## src/rtl/mult_unit_if.sv

```systemverilog
// Request/response bundle between the ALU multiplier port and mult_unit.
// master = ALU/datapath side, slave = multiplier side.
interface mult_unit_if #(
   parameter int WIDTH = 32
);
   logic             en_mult;
   logic             is_signed;
   logic [WIDTH-1:0] a;
   logic [WIDTH-1:0] b;
   logic             busy;
   logic             done;
   logic [WIDTH-1:0] product_hi;
   logic [WIDTH-1:0] product_lo;

   modport master (
      output en_mult, is_signed, a, b,
      input  busy, done, product_hi, product_lo
   );

   modport slave (
      input  en_mult, is_signed, a, b,
      output busy, done, product_hi, product_lo
   );
endinterface

```

## src/rtl/mult_unit.sv

```systemverilog
// Radix-2 shift-add multiplier, IDLE/RUN/DONE sequencing, sign applied at completion.
// Optional MULT_EARLY_EXIT_EN: finish as soon as the remaining multiplier bits are zero.
module mult_unit #(
   parameter int WIDTH = 32
) (
   input  logic        clock,
   input  logic        reset,
   mult_unit_if.slave  mul_io
);
   localparam int CW = $clog2(WIDTH) + 1;

   typedef enum logic [1:0] {IDLE, RUN, DONE} state_t;

   state_t             state_q, state_d;
   logic [WIDTH-1:0]   mcand_q, mcand_d;
   logic [WIDTH-1:0]   mplier_q, mplier_d;
   logic [2*WIDTH-1:0] acc_q, acc_d;
   logic [2*WIDTH-1:0] prod_q, prod_d;
   logic [CW-1:0]      cnt_q, cnt_d;
   logic               sign_q, sign_d;

   logic [2*WIDTH-1:0] addend;
   logic [2*WIDTH-1:0] acc_sum;
   logic               last_iter;

   assign addend  = mplier_q[0] ? ({{WIDTH{1'b0}}, mcand_q} << cnt_q) : '0;
   assign acc_sum = acc_q + addend;

`ifdef MULT_EARLY_EXIT_EN
   // done once nothing is left after this iteration's shift
   assign last_iter = (mplier_q[WIDTH-1:1] == '0);
`else
   assign last_iter = (cnt_q == CW'(WIDTH - 1));
`endif

   always_ff @(posedge clock or posedge reset) begin
      if (reset) begin
         state_q  <= IDLE;
         mcand_q  <= '0;
         mplier_q <= '0;
         acc_q    <= '0;
         prod_q   <= '0;
         cnt_q    <= '0;
         sign_q   <= 1'b0;
      end else begin
         state_q  <= state_d;
         mcand_q  <= mcand_d;
         mplier_q <= mplier_d;
         acc_q    <= acc_d;
         prod_q   <= prod_d;
         cnt_q    <= cnt_d;
         sign_q   <= sign_d;
      end
   end

   always_comb begin
      state_d  = state_q;
      mcand_d  = mcand_q;
      mplier_d = mplier_q;
      acc_d    = acc_q;
      prod_d   = prod_q;
      cnt_d    = cnt_q;
      sign_d   = sign_q;
      unique case (state_q)
         IDLE, DONE: begin
            state_d = IDLE;
            if (mul_io.en_mult) begin
               state_d  = RUN;
               // |0x80..0| stays 0x80..0, which is correct read as unsigned
               mcand_d  = (mul_io.is_signed && mul_io.a[WIDTH-1]) ? -mul_io.a : mul_io.a;
               mplier_d = (mul_io.is_signed && mul_io.b[WIDTH-1]) ? -mul_io.b : mul_io.b;
               sign_d   = mul_io.is_signed & (mul_io.a[WIDTH-1] ^ mul_io.b[WIDTH-1]);
               acc_d    = '0;
               cnt_d    = '0;
            end
         end
         RUN: begin
            acc_d    = acc_sum;
            mplier_d = mplier_q >> 1;
            cnt_d    = cnt_q + 1'b1;
            if (last_iter) begin
               state_d = DONE;
               prod_d  = sign_q ? -acc_sum : acc_sum;
            end
         end
         default: state_d = IDLE;
      endcase
   end

   assign mul_io.busy       = (state_q == RUN);
   assign mul_io.done       = (state_q == DONE);
   assign mul_io.product_hi = prod_q[2*WIDTH-1:WIDTH];
   assign mul_io.product_lo = prod_q[WIDTH-1:0];
endmodule

```

## src/flat_wrapper.sv

```systemverilog
// flat-port wrapper written by rule: the top's interface ports become plain ports
module mult_unit_flat 
#(
   parameter int WIDTH = 32
)
  (clock, reset, mul_io_en_mult, mul_io_is_signed, mul_io_a, mul_io_b, mul_io_busy, mul_io_done, mul_io_product_hi, mul_io_product_lo);
  mult_unit_if #(.WIDTH(WIDTH)) mul_io_i ();
  input  logic clock;
  input  logic reset;
  input wire logic [$bits(mul_io_i.en_mult)-1:0] mul_io_en_mult;
  input wire logic [$bits(mul_io_i.is_signed)-1:0] mul_io_is_signed;
  input wire logic [$bits(mul_io_i.a)-1:0] mul_io_a;
  input wire logic [$bits(mul_io_i.b)-1:0] mul_io_b;
  output wire logic [$bits(mul_io_i.busy)-1:0] mul_io_busy;
  output wire logic [$bits(mul_io_i.done)-1:0] mul_io_done;
  output wire logic [$bits(mul_io_i.product_hi)-1:0] mul_io_product_hi;
  output wire logic [$bits(mul_io_i.product_lo)-1:0] mul_io_product_lo;
  assign mul_io_i.en_mult = mul_io_en_mult;
  assign mul_io_i.is_signed = mul_io_is_signed;
  assign mul_io_i.a = mul_io_a;
  assign mul_io_i.b = mul_io_b;
  assign mul_io_busy = mul_io_i.busy;
  assign mul_io_done = mul_io_i.done;
  assign mul_io_product_hi = mul_io_i.product_hi;
  assign mul_io_product_lo = mul_io_i.product_lo;
  mult_unit #(.WIDTH(WIDTH)) u_core (.clock(clock), .reset(reset), .mul_io(mul_io_i));
endmodule
```

## config.mk

```make
export PLATFORM = sky130hd
export DESIGN_NAME = mult_unit_flat
export DESIGN_NICKNAME = d
export VERILOG_FILES = /design/src/rtl/mult_unit_if.sv /design/src/rtl/mult_unit.sv /design/src/flat_wrapper.sv
export SDC_FILE = /design/constraint.sdc
export NUM_CORES = 1
export LEC_CHECK = 0
export BUFFER_PORTS_ARGS = -buffer_cell sky130_fd_sc_hd__buf_2
export CORE_MARGIN = 3
export CORE_UTILIZATION = 36
export DETAILED_ROUTE_END_ITERATION = 10
export PLACE_DENSITY = 0.54
export SETUP_SLACK_MARGIN = 0.4
export SLEW_MARGIN = 20
export SYNTH_ARGS = -nofsm -noshare
export SYNTH_HDL_FRONTEND = slang
export SYNTH_SLANG_ARGS = --single-unit
```

## constraint.sdc

```tcl
create_clock -name clock -period 10.7 [get_ports clock]
set_input_delay 0 -clock clock [delete_from_list [all_inputs] [get_ports clock]]
set_output_delay 0 -clock clock [all_outputs]
set_load 0.1 [all_outputs]
```

# Yosys cells after proc, flatten, opt, wreduce, memory -nomap -nowiden
# Cells that the tools add are included.
# totals
regBits	201
inputBits	68
output_inout_bits	66
elab_cells	41
# classes
n_addsub	5
n_eq_ne	5
n_shift	1
mux	13
bitwise_logic	2
reduce_logical	8
# op_table
operator	n
$mux W64	3
$pmux W64 S2	1
$mux W32	3
$add A64 B64 Y64	1
$neg A32 Y32	2
$neg A64 Y64	1
$pmux W32 S2	1
$shl A32 B6 Y64	1
$pmux W6 S2	1
$add A6 B1 Y6 const B	1
$eq A6 B5 Y1 const B	1
$mux W6	1
$reduce_and A2 Y1	3
$pmux W2 S2	1
$eq A2 B1 Y1 const B	1
$eq A2 B2 Y1 const B	1
$logic_and A1 B1 Y1	2
$logic_not A2 Y1	1
$mux W2	1
$ne A2 B1 Y1 const B	1
$ne A2 B2 Y1 const B	1
$reduce_bool A2 Y1	1
$reduce_or A2 Y1	1
$and A1 B1 Y1	1
2 further kinds	2

# Longest topological paths before layout
# logic_depth
ltp_word	5
ltp_mapped	28
ltp_nobuf	23

# Worst setup path after synthesis
# OpenSTA, ideal clock, no wires.
# synth_timing
kind	flip-flop to flip-flop
startpoint	register u_core.cnt_q[0]
endpoint	register u_core.prod_q[62]
setup_ns	0.130
arrival_time_ns	6.158
required_time_ns	10.570
setup_slack_ns	4.412
path_stages_with_launch	25
path_buffers	3
synth_period_minus_slack_ns	6.288
path_cell_list	dfrtp_1 -> clkbuf_1 -> buf_1 -> mux4_2 -> mux2i_1 -> nor2_1 -> a21oi_1 -> inv_1 -> a22oi_1 -> o22ai_1 -> and2_1 -> ha_1 -> a21oi_2 -> o21ai_0 -> a311o_1 -> or3_1 -> o22ai_2 -> nor3_2 -> or3_4 -> a211oi_2 -> or4b_4 -> buf_6 -> o41ai_2 -> xnor2_1 -> o21ai_1
# synth_via
elab_chain_cells	5
elab_cells_between_ends	7
classes_between	add/sub: 2; eq/ne: 1; shift: 1; mux: 2; reduce/logical: 1
# synth_rtl
element	line_no	source
from (decl)	mult_unit.sv:19	logic [CW-1:0] cnt_q, cnt_d;
from (signal assigned)	mult_unit.sv:51	cnt_q <= cnt_d;
$shl A32 B6 Y64	mult_unit.sv:26	assign addend = mplier_q[0] ? ({{WIDTH{1'b0}}, mcand_q} << cnt_q) : '0;
$mux W64	mult_unit.sv:26	
$add A64 B64 Y64	mult_unit.sv:27	assign acc_sum = acc_q + addend;
$neg A64 Y64	mult_unit.sv:83	prod_d = sign_q ? -acc_sum : acc_sum;
$mux W64	mult_unit.sv:83	
to (signal assigned)	mult_unit.sv:50	prod_q <= prod_d;
to (decl)	mult_unit.sv:18	logic [2*WIDTH-1:0] prod_q, prod_d;
# Several ways; a longest one is shown, not always the timed one.
# A chain may end at the register's enable or synchronous reset.

# Worst setup path after layout
# layout_timing
startpoint	register u_core.cnt_q[0]
endpoint	register u_core.prod_q[55]
# The elaborated chain is that of the path after synthesis.

==> summary.md <==
| Metric | Value |
|---|---|
| Antenna Nets Post-Route | `0` |
| Post-synthesis cell area | `17060 sq um` |
| Fin crit period | `6.965 ns` |
| Starting Density | `approximately 37%` |
| PD cells | `353.5 nW/um^2` |
| DIE HEIGHT | `223.7 microns` |
| CP max FO | `41` |
| H-tree depth | `1` |
| RSZ-0062 raised after global routing | `no` |
| CP arrival | `7.39 ns` |
| Critical path's largest stage delay | `roughly 0.75 ns` |
| Setup tns final | `0 ns` |
| Final Max Tran Viols | `0` |
| Post-Route Utilization | `between 40 and 50%` |
| Worst vdd ir | `172.5 uV` |
| Crit. End Element | `flip-flop` |
| Startpoint types | `flip-flop` |
| Data required time at the worst endpoint | `11.12 ns` |
| Synthesis-stage register bit count | `201` |
| Mean post-synth cell area | `between 8 and 9 sq um` |
| Leak Pwr | `roughly 0.0085 uW` |
| Root buf cell | `clkbuf_16` |
| Die W | `between 200 and 250 microns` |
| Vias per inst | `around 5.7` |
| Skew final | `0.02628 ns` |
| WL per Instance | `around 20 microns` |
| CTS tree | `built` |
| # IOs | `about 130` |
| Post-Synthesis Net Count | `around 2.2k` |
| Distinct cell type count after synthesis | `91` |
| Gr usage total | `22.43%` |
| Dpl cell area | `roughly 18000 sq um` |
| Final period utilization | `between 60 and 70%` |
| Max Clock Freq | `between 100 and 150 MHz` |
| FFs w/ async S/R, synth | `100.0%` |
| Top FF cell, synth | `dfrtp_1` |
| Proportion of layout cells with a drive suffix above 1 | `between 10 and 15%` |
| Largest net degree at the start of global routing | `a little over 80` |
| Hold Vio Cnt, Final | `0` |
| Top delay family on crit path | `compound AO/OA/AOI/OAI gates` |
| Core area | `~47000 sq um` |
| CP max-delay cell | `o41ai_1` |
| Cell taking the most area after synthesis | `dfrtp_1` |
| Post-CTS setup repair buffer count | `0` |
| Synth top area share | `29.49%` |
| Worst-path clk slew | `about 0.060 ns` |
| Vias in the first global route | `between 15k and 20k` |
| Register area share after synthesis | `29.49%` |
| Num CTS Buffers | `25` |
| Post-synth EDFFs | `0` |
| Num rows | `approximately 80` |
| YS warnings | `0` |
| First-pass GRT wire length | `about 91000 microns` |
| Max_cap viols | `0` |
| Routed vias | `between 15k and 20k` |
| Overall power | `7138 uW` |
| Routed wire length | `about 57000 microns` |
| Routability cong. | `~0.92` |
| DRC Markers | `0` |
| Full die area | `about 50000 sq um` |
| Iteration count of the initial detailed-routing pass | `5` |
| ANT cells | `0` |
| Detailed Place HPWL | `approximately 43000 microns` |
| Initial DRC count | `1067` |
| Initial antenna violation count | `0` |
| Port bufs | `roughly 130` |
| Synth top area cells | `dfrtp_1 (29%), o21ai_0 (8.3%), nand2_1 (6.2%)` |
| Status | `finished, final reports clean` |
| Maximum root-to-sink buffer count | `3` |
| Synthesis-to-layout area growth | `18.38%` |
| CP cell instances | `buf_4 -> mux4_2 -> mux2_2 -> o21ai_0 -> inv_1 -> nand2_1 -> o21ai_0 -> nor2b_1 -> ha_1 -> a21oi_1 -> o21ai_0 -> a21oi_1 -> nand2_1 -> o41ai_1 -> xor2_1 -> nand4b_1 -> nor2_1 -> nand4_1 -> o31ai_1 -> xor2_1 -> o21ai_0` |
| CP Class | `flip-flop to flip-flop` |
| Least-Margin Pin Slew | `about 1.1 ns` |
| Gr ovfl total | `0` |
| Clock Sinks | `approximately 200` |
| Most frequent CP cell | `o21ai_0` |
| Worst-skew pair later-pin latency | `~0.58 ns` |
| Final setup fails | `0` |
| WHS | `0.07741 ns` |
| Cells after Synth | `2095` |
| Buf/Inv on CP | `2` |
| Nets | `2399` |
| HP Class | `input port to async pin` |
| Slew HR | `between 20 and 30%` |
| Fin area | `between 20000 and 25000 sq um` |
==> synthesized netlist by cell type (33+ instances only) <==
master and instances:
a21oi_1 112, xnor2_1 79, dfrtp_1 201, o21ai_0 282, xor2_1 84, nand4_1 36, ha_1 67, inv_1 33
nor2b_1 45, clkbuf_1 102, a22oi_1 49, nor2_1 124, nand2_1 284, a22o_1 44, mux2i_1 40
==> where the power goes <==
group | internal, uW | switching, uW | total, uW | leakage (uW)
Clock | 555 | 358 | 912 | 0.000417
Sequential | 1070 | 201 | 1270 | 0.00245
Combinational | 1610 | 3350 | 4960 | 0.00563
==> worst register-to-register path, cell delays in order (launching register included) <==
cell and delay (ns):
dfrtp_1 0.32, buf_4 0.43, mux4_2 0.59, mux2_2 0.29
o21ai_0 0.50, inv_1 0.14, nand2_1 0.09, o21ai_0 0.15
nor2b_1 0.23, ha_1 0.46, a21oi_1 0.26, o21ai_0 0.20
a21oi_1 0.23, nand2_1 0.08, o41ai_1 0.75, xor2_1 0.40
nand4b_1 0.22, nor2_1 0.29, nand4_1 0.49, o31ai_1 0.46
xor2_1 0.16, o21ai_0 0.08
==> logic make-up (layout without fill, tap and decap cells) <==
group                    count (synthesis)  in the layout  share of synthesized area [%]
buffers and inverters                  163            348                          3.785
multiplexers                            77             77                          5.978
flip-flops                             201            201                          29.49
AO/OA/AOI/OAI                          725            725                          27.27
adder cells (fa/ha/maj)                 68             68                          5.032
XOR/XNOR                               163            163                          8.369
AND/OR/NAND/NOR                        698            698                          20.08
==> metal layers <==
layer | up-vias | part of all wire, % | track usage, %
li1 | 8051 | - | -
met1 | 7801 | 46 | 30.94
met2 | 430 | 45 | 36.84
met3 | 94 | 5.0 | 3.145
met4 | 0 | 3.0 | 6.480
met5 | - | 0 | 0
==> registers in the layout (all words and copies together) (netlist names) <==
register	count
u_core.acc_q	64
u_core.prod_q	64
u_core.state_q	2
u_core.mcand_q	32
u_core.mplier_q	32
u_core.cnt_q	6
u_core.sign_q	1
==> cell usage in the layout (no fill, tap or decap), types with 21 or more instances in the layout <==
master	instances
nand2_1	284
o21ai_0	282
dfrtp_1	200
buf_2	133
nor2_1	123
dlygate4sd3_1	119
a21oi_1	112
xor2_1	84
xnor2_1	79
ha_1	67
a22oi_1	49
nor2b_1	45
a22o_1	44
mux2i_1	40
nand4_1	36
nor3_1	32
and2_1	32
o31ai_1	32
inv_1	31
or3_1	27
clkbuf_16	25
nand3_1	22
a21o_1	21
==> area by class of cell <==
type	instances	area, sq um
Fill cell	4745	26460
Clock buffer	34	699.4
Inverter	35	138.9
Multi-Input combinational cell	1731	11410
Clock inverter	10	172.7
Sequential cell	201	5031
Tap cell	607	759.5
Timing Repair Buffer	269	1984
==> stage by stage <==
step | std cells | worst slack (ns)
after floorplan | 2095 | 4.412
after global placement | 2724 | 3.857
after detailed placement | 2724 | 3.767
after CTS | 2887 | 3.778
after global routing | 2887 | 3.185
final | 2887 | 3.735
==> what timing repair did <==
| action | 4_1_cts | 5_1_grt |
|---|---|---|
| hold endpoints to repair | 145 | 0 |
| resized for setup | 0 | 0 |
| hold buffers | 119 | 0 |
==> path summary, 6_finish.rpt <==
| kind | from | slack [ns] | depth (start not counted) | end |
|---|---|---|---|---|
| max | u_core.cnt_q[0] | 3.73 | 21 | u_core.prod_q[55] |
| min | reset | 0.08 | 3 | u_core.mcand_q[3] |
| max reg2reg | u_core.cnt_q[0] | 3.73 | 21 | u_core.prod_q[55] |
| min reg2reg | u_core.prod_q[26] | 0.47 | 2 | u_core.prod_q[26] |
| max in group asynchronous | reset | 9.29 | 4 | u_core.prod_q[29] |
| min in group clock | mul_io_en_mult | 0.26 | 4 | u_core.state_q[0] |
(Power assumes the default switching activity.)
